===== src/rtl/instr_fetch_pkg.sv =====
// Shared constants and helpers for the instruction-fetch stage.
package instr_fetch_pkg;

  localparam logic [31:0] RESET_PC_DEFAULT = 32'h0000_0000;
  localparam logic [31:0] NOP_INSTR        = 32'h0000_0013;
  localparam logic [31:0] PC_INC           = 32'd4;

  // Force a PC onto a word boundary.
  function automatic logic [31:0] align_pc(input logic [31:0] pc);
    return {pc[31:2], 2'b00};
  endfunction

endpackage


===== src/rtl/instr_fetch_if.sv =====
// Bundle of the instruction-memory bus, redirect input and decode-side handshake.
interface instr_fetch_if;

  logic        imem_req;
  logic [31:0] imem_addr;
  logic        imem_gnt;
  logic        imem_rvalid;
  logic [31:0] imem_rdata;
  logic        redirect_valid;
  logic [31:0] redirect_pc;
  logic        out_valid;
  logic        out_ready;
  logic [31:0] out_instr;
  logic [31:0] out_pc;

  // Fetch stage side.
  modport master (
    output imem_req, imem_addr, out_valid, out_instr, out_pc,
    input  imem_gnt, imem_rvalid, imem_rdata, redirect_valid, redirect_pc, out_ready
  );

  // Environment side: instruction memory plus decode/redirect source.
  modport slave (
    input  imem_req, imem_addr, out_valid, out_instr, out_pc,
    output imem_gnt, imem_rvalid, imem_rdata, redirect_valid, redirect_pc, out_ready
  );

endinterface


===== src/rtl/instr_fetch_fifo.sv =====
// Synchronous word FIFO between instruction memory and decode; flush wins over push/pop.
module instr_fetch_fifo #(
  parameter int unsigned DEPTH = 4
) (
  input  logic                     clk,
  input  logic                     rst,
  input  logic                     push_i,
  input  logic                     pop_i,
  input  logic                     flush_i,
  input  logic [31:0]              wdata_i,
  output logic [$clog2(DEPTH):0]   count_o,
  output logic [31:0]              head_o
);

  localparam int unsigned AW = $clog2(DEPTH);
  localparam int unsigned CW = AW + 1;

  logic [31:0]   mem_q [DEPTH];
  logic [AW-1:0] wr_ptr_q, wr_ptr_d;
  logic [AW-1:0] rd_ptr_q, rd_ptr_d;
  logic [CW-1:0] count_q, count_d;

  // Next pointer/count values; flush empties the FIFO regardless of push/pop.
  always_comb begin
    wr_ptr_d = wr_ptr_q;
    rd_ptr_d = rd_ptr_q;
    count_d  = count_q;
    if (flush_i) begin
      wr_ptr_d = '0;
      rd_ptr_d = '0;
      count_d  = '0;
    end else begin
      if (push_i) wr_ptr_d = wr_ptr_q + AW'(1);
      if (pop_i)  rd_ptr_d = rd_ptr_q + AW'(1);
      count_d = count_q + CW'(push_i) - CW'(pop_i);
    end
  end

  // Pointer and occupancy registers.
  always_ff @(posedge clk or posedge rst) begin
    if (rst) begin
      wr_ptr_q <= '0;
      rd_ptr_q <= '0;
      count_q  <= '0;
    end else begin
      wr_ptr_q <= wr_ptr_d;
      rd_ptr_q <= rd_ptr_d;
      count_q  <= count_d;
    end
  end

  // Storage; cleared on reset so the head reads zero until the first word lands.
  always_ff @(posedge clk or posedge rst) begin
    if (rst) begin
      for (int unsigned i = 0; i < DEPTH; i++) mem_q[i] <= '0;
    end else if (push_i && !flush_i) begin
      mem_q[wr_ptr_q] <= wdata_i;
    end
  end

  // Overflow/underflow can only come from a broken caller.
  always_ff @(posedge clk) begin
    if (!rst && !flush_i) begin
      assert (!(push_i && count_q == CW'(DEPTH)));
      assert (!(pop_i && count_q == '0));
    end
  end

  assign count_o = count_q;
  assign head_o  = mem_q[rd_ptr_q];

endmodule


===== src/rtl/instr_fetch.sv =====
// Instruction-fetch stage: owns the fetch PC, issues word requests, buffers
// returned words and hands {instr, pc} to decode; redirects flush and drop stale data.
module instr_fetch
  import instr_fetch_pkg::*;
#(
  parameter logic [31:0] RESET_PC = RESET_PC_DEFAULT,
  parameter int unsigned DEPTH    = 4
) (
  input logic           clk,
  input logic           rst,
  instr_fetch_if.master bus
);

  localparam int unsigned CW = $clog2(DEPTH) + 1;
  localparam int unsigned OW = CW + 1;

  logic [31:0]   fetch_pc_q, fetch_pc_d;
  logic [31:0]   deliver_pc_q, deliver_pc_d;
  logic [CW-1:0] inflight_q, inflight_d;
  logic [CW-1:0] discard_q, discard_d;
  logic [CW-1:0] fifo_count;
  logic [31:0]   fifo_head;
  logic [OW-1:0] occupancy;
  logic          out_valid;
  logic          imem_req;
  logic          pop;
  logic          push;
  logic          gnt_fire;
  logic          rvalid_ok;

  // Handshake decode and next-state for counters and PCs.
  always_comb begin
    out_valid = (fifo_count != '0) && !bus.redirect_valid;
    pop       = out_valid && bus.out_ready;
    // Slots already committed (in flight + buffered) after this cycle's pop.
    occupancy = {1'b0, inflight_q} + {1'b0, fifo_count} - OW'(pop);
    imem_req  = !rst && !bus.redirect_valid && (occupancy < OW'(DEPTH));
    gnt_fire  = imem_req && bus.imem_gnt;
    // A response with nothing outstanding is a protocol error and is ignored.
    rvalid_ok = bus.imem_rvalid && (inflight_q != '0);
    push      = rvalid_ok && (discard_q == '0) && !bus.redirect_valid;

    inflight_d   = inflight_q + CW'(gnt_fire) - CW'(rvalid_ok);
    discard_d    = discard_q;
    fetch_pc_d   = fetch_pc_q;
    deliver_pc_d = deliver_pc_q;

    if (bus.redirect_valid) begin
      // Everything still outstanding after this cycle's response is stale.
      discard_d    = inflight_q - CW'(rvalid_ok);
      fetch_pc_d   = align_pc(bus.redirect_pc);
      deliver_pc_d = align_pc(bus.redirect_pc);
    end else begin
      if (rvalid_ok && discard_q != '0) discard_d = discard_q - CW'(1);
      if (gnt_fire) fetch_pc_d   = fetch_pc_q + PC_INC;
      if (pop)      deliver_pc_d = deliver_pc_q + PC_INC;
    end
  end

  // Architectural PCs and request bookkeeping.
  always_ff @(posedge clk or posedge rst) begin
    if (rst) begin
      fetch_pc_q   <= RESET_PC;
      deliver_pc_q <= RESET_PC;
      inflight_q   <= '0;
      discard_q    <= '0;
    end else begin
      fetch_pc_q   <= fetch_pc_d;
      deliver_pc_q <= deliver_pc_d;
      inflight_q   <= inflight_d;
      discard_q    <= discard_d;
    end
  end

  instr_fetch_fifo #(
    .DEPTH (DEPTH)
  ) u_fifo (
    .clk     (clk),
    .rst     (rst),
    .push_i  (push),
    .pop_i   (pop),
    .flush_i (bus.redirect_valid),
    .wdata_i (bus.imem_rdata),
    .count_o (fifo_count),
    .head_o  (fifo_head)
  );

  // Responses must always match an outstanding request.
  always_ff @(posedge clk) begin
    if (!rst) assert (!(bus.imem_rvalid && inflight_q == '0));
  end

  assign bus.imem_req  = imem_req;
  assign bus.imem_addr = fetch_pc_q;
  assign bus.out_valid = out_valid;
  assign bus.out_instr = fifo_head;
  assign bus.out_pc    = deliver_pc_q;

endmodule


===== src/flat_wrapper.sv =====
// flat-port wrapper written by rule: the top's interface ports become plain ports
module instr_fetch_flat import instr_fetch_pkg::*;
#(
  parameter logic [31:0] RESET_PC = RESET_PC_DEFAULT,
  parameter int unsigned DEPTH    = 4
)
  (clk, rst, bus_imem_req, bus_imem_addr, bus_out_valid, bus_out_instr, bus_out_pc, bus_imem_gnt, bus_imem_rvalid, bus_imem_rdata, bus_redirect_valid, bus_redirect_pc, bus_out_ready);
  instr_fetch_if bus_i ();
  input logic clk;
  input logic rst;
  output wire logic [$bits(bus_i.imem_req)-1:0] bus_imem_req;
  output wire logic [$bits(bus_i.imem_addr)-1:0] bus_imem_addr;
  output wire logic [$bits(bus_i.out_valid)-1:0] bus_out_valid;
  output wire logic [$bits(bus_i.out_instr)-1:0] bus_out_instr;
  output wire logic [$bits(bus_i.out_pc)-1:0] bus_out_pc;
  input wire logic [$bits(bus_i.imem_gnt)-1:0] bus_imem_gnt;
  input wire logic [$bits(bus_i.imem_rvalid)-1:0] bus_imem_rvalid;
  input wire logic [$bits(bus_i.imem_rdata)-1:0] bus_imem_rdata;
  input wire logic [$bits(bus_i.redirect_valid)-1:0] bus_redirect_valid;
  input wire logic [$bits(bus_i.redirect_pc)-1:0] bus_redirect_pc;
  input wire logic [$bits(bus_i.out_ready)-1:0] bus_out_ready;
  assign bus_imem_req = bus_i.imem_req;
  assign bus_imem_addr = bus_i.imem_addr;
  assign bus_out_valid = bus_i.out_valid;
  assign bus_out_instr = bus_i.out_instr;
  assign bus_out_pc = bus_i.out_pc;
  assign bus_i.imem_gnt = bus_imem_gnt;
  assign bus_i.imem_rvalid = bus_imem_rvalid;
  assign bus_i.imem_rdata = bus_imem_rdata;
  assign bus_i.redirect_valid = bus_redirect_valid;
  assign bus_i.redirect_pc = bus_redirect_pc;
  assign bus_i.out_ready = bus_out_ready;
  instr_fetch #(.RESET_PC(RESET_PC), .DEPTH(DEPTH)) u_core (.clk(clk), .rst(rst), .bus(bus_i));
endmodule

===== config.mk =====
export PLATFORM = sky130hd
export DESIGN_NAME = instr_fetch_flat
export DESIGN_NICKNAME = d
export VERILOG_FILES = /design/src/rtl/instr_fetch_pkg.sv /design/src/rtl/instr_fetch_if.sv /design/src/rtl/instr_fetch_fifo.sv /design/src/rtl/instr_fetch.sv /design/src/flat_wrapper.sv
export SDC_FILE = /design/constraint.sdc
export NUM_CORES = 1
export LEC_CHECK = 0
export BUFFER_PORTS_ARGS = -buffer_cell sky130_fd_sc_hd__buf_2
export CORE_MARGIN = 2
export CORE_UTILIZATION = 50
export CTS_CLUSTER_SIZE = 12
export DETAILED_ROUTE_END_ITERATION = 8
export GPL_TIMING_DRIVEN = 0
export HOLD_SLACK_MARGIN = 0.15
export PLACE_DENSITY = 0.72
export SLEW_MARGIN = 5
export SYNTH_ARGS = -nofsm -noshare
export SYNTH_HDL_FRONTEND = slang
export SYNTH_SLANG_ARGS = --single-unit

===== constraint.sdc =====
create_clock -name clk -period 11.49 [get_ports clk]
set_input_delay 1.149 -clock clk [delete_from_list [all_inputs] [get_ports clk]]
set_output_delay 1.149 -clock clk [all_outputs]
set_load 0.01 [all_outputs]

==> metrics <==
Yosys top cell area share=0.506; Synth Cell Area=0.00993 mm2; critical path launch point=bus_redirect_valid; total CTS buffers=23; Crit path required time=10.34 ns; number of synthesized flops with an enable pin=0; # nets final=1052; Max Slew Vio Count=0; HP Class=reg -> reg; Worst path max stage delay=roughly 0.47 ns; gpl congestion=around 0.84; setup slack, reg-to-reg=7.79 ns; global-route wire length before repair=37.1 mm; CTS Buffer Depth=3; die width=145 um; max_slew headroom=0.236; GRT Residual Overflow=0; Setup Crit Path Kind=in -> out; row count=51; Hold-fix buffers, CTS=0; crit path max fanout=10; # clock sinks=~200; Synth Area per Inst=about 13 um2; postcts setup bufs=0; layout filler cell count=approximately 1.6k; DR vias=6816; RSZ-0062 raised after global routing=false; # IOs=168; setup_tns=0 ns; DRT antenna net count=0; Yosys warning total=0; Final Setup Violations=0; top post-synthesis cells by area=dfrtp_1 (51%), mux2_2 (16%), mux4_2 (7.3%); RR Endpoint=u_core.inflight_q[2]$_DFF_PP0_; Reg clk slew, reported paths=roughly 0.06 ns; IO Port Bufs=161; crit path capture=bus_imem_req; crit end category=output pin; Arr. time, crit path=4.01 ns; drt first pass iters=4; starting density of the core=0.510; pin count of the biggest net entering global routing=127; Worst VDD drop=144 uV; #FFs+latches synth=201; f_max=0.194 GHz; post-CTS sizing=0; Main synth FF type=dfrtp_1; wirelength, routed=between 20 and 25 mm; Distinct cells, synth=59; Tot GR Track Use=0.219; commonest cells after routing, fill and taps aside=dfrtp_1 (201), buf_2 (164), mux2_2 (139); PD cells=201 mW/mm2; share of layout cells above drive strength 1=0.392; CP max stage cell=clkbuf_1; leakage=5.41 nW; Max Cap Viol=0; die area=0.0210 mm2; async set-reset flop share out of synthesis=1.00; Setup Skew=~0.011 ns; synth-to-layout area growth=19.0%; initial antenna violation count=2; DP Wirelength=around 16 mm; status=finished, final reports clean; register area share after synthesis=0.506; Die H=145 um; Synth area leader=dfrtp_1; Setup crit start kind=input pin; Least-Margin Pin Slew=1.14 ns; core area=0.0195 mm2; Pwr Total=between 2 and 2.5 mW; Iter 0 DRT Violations=306; number of global-route vias before repair=7017; CP cell instances=buf_2 > clkbuf_1 > clkbuf_1 > nor2_1 > ha_1 > inv_1 > ha_1 > and3b_1 > nor2_1 > mux2_2 > a22oi_1 > nor3_1 > buf_2; Post-Synthesis Cells=slightly below 800; via/cell ratio=around 5.5; root buffer cell=clkbuf_16; TritonCTS clock tree=built; Critical R2R Launch=u_core.u_fifo.count_o[1]$_DFF_PP0_; commonest non-fill, non-tap cell in the layout=dfrtp_1; drt wl/cell=18.4 um; DRC violations left=0; Final min period=5.16 ns; reg2reg path depth=12; Fin. Hold Viols=0; Clk Latency, worst-skew pair=0.51 ns; CTS H-Tree Depth=1; Tcrit/Tclk final=0.449
## report_power, final
part           switching, mW  internal, mW
combinational          0.355         0.384
clock                  0.279         0.406
sequential            0.0977         0.858
total                  0.731          1.65
## registers in the layout, summed over array words and instances, names as in the netlist
signal and flops:
u_core.u_fifo.wr_ptr_q 2, u_core.u_fifo.count_o 3, u_core.bus.imem_addr 30, u_core.inflight_q 3, u_core.discard_q 3, u_core.bus.out_pc 30, u_core.u_fifo.rd_ptr_q 2, u_core.u_fifo.mem_q 128
## worst min-delay path by stage
stage | end | depth (start not counted) | start | slack [ns]
floorplan | u_core.u_fifo.mem_q[89]$_DFFE_PP0P_ | 1 | u_core.u_fifo.mem_q[89]$_DFFE_PP0P_ | 0.45
global placement | u_core.u_fifo.mem_q[52]$_DFFE_PP0P_ | 1 | u_core.u_fifo.mem_q[52]$_DFFE_PP0P_ | 0.46
detailed placement | u_core.u_fifo.mem_q[101]$_DFFE_PP0P_ | 1 | u_core.u_fifo.mem_q[101]$_DFFE_PP0P_ | 0.47
CTS | u_core.u_fifo.mem_q[53]$_DFFE_PP0P_ | 1 | u_core.u_fifo.mem_q[53]$_DFFE_PP0P_ | 0.49
global route | u_core.u_fifo.mem_q[53]$_DFFE_PP0P_ | 1 | u_core.u_fifo.mem_q[53]$_DFFE_PP0P_ | 0.50
finish | u_core.u_fifo.mem_q[53]$_DFFE_PP0P_ | 1 | u_core.u_fifo.mem_q[53]$_DFFE_PP0P_ | 0.48
## cell usage after synthesis, drive strengths merged (11+ instances only)
library cell  count
xnor2            29
nor2             32
nor3             14
clkbuf           19
nand3            20
a21boi           12
dfrtp           201
inv              28
xor2             23
mux2            146
nand2            21
buf              26
a21oi            14
ha               19
mux4             32
nand4            13
and3             11
## metal layers
layer / global-route usage / vias to the layer above / wire length, um
met3: 0.0478 / 36 / 1550
met2: 0.365 / 187 / 11100
met1: 0.293 / 3406 / 9680
met4: 0.0574 / 2 / 439
met5: 0 / - / 12
li1: - / 3185 / -
## metrics by stage
step | setup WS, ns | utilization | cell area, um2 | std cells | hold WS (ns)
floorplan | 4.86 | - | 9940 | 774 | 0.452
global placement | 2.37 | 0.569 | 11100 | 1200 | 0.464
detailed placement | 6.31 | 0.571 | 11100 | 1201 | 0.474
CTS | 6.30 | 0.607 | 11800 | 1239 | 0.488
global route | 6.04 | 0.607 | 11800 | 1239 | 0.499
finish | 6.33 | 0.608 | 11800 | 1240 | 0.478
## logic make-up after synthesis
logic type      Yosys count  share of synthesized area
mux                     182                      0.242
buf+inv                  73                     0.0295
other cells               1                   0.000378
flops                   201                      0.506
xor+xnor                 52                     0.0459
simple gates            161                     0.0891
fa+ha+maj                21                     0.0280
compound gates           80                     0.0587
## final cells by class
type                       instances  area, um2  area share
inverter                          28        113     0.00952
multi-input combinational        500       4620       0.391
antenna                            1       2.50    0.000212
buffer                            45        188      0.0159
sequential                       201       5030       0.425
clock inverter                     3       25.0     0.00212
tap                              265        332      0.0280
timing repair buffer             162        833      0.0705
clock buffer                      35        681      0.0576
## critical path, delay by kind of cell
kind            cells  cell delay, ns
fa+ha+maj           2            0.44
simple gates        4            0.58
mux                 1            0.35
buf+inv             5            1.31
compound gates      1            0.18
No activity file was read; power rests on OpenSTA's default activity.
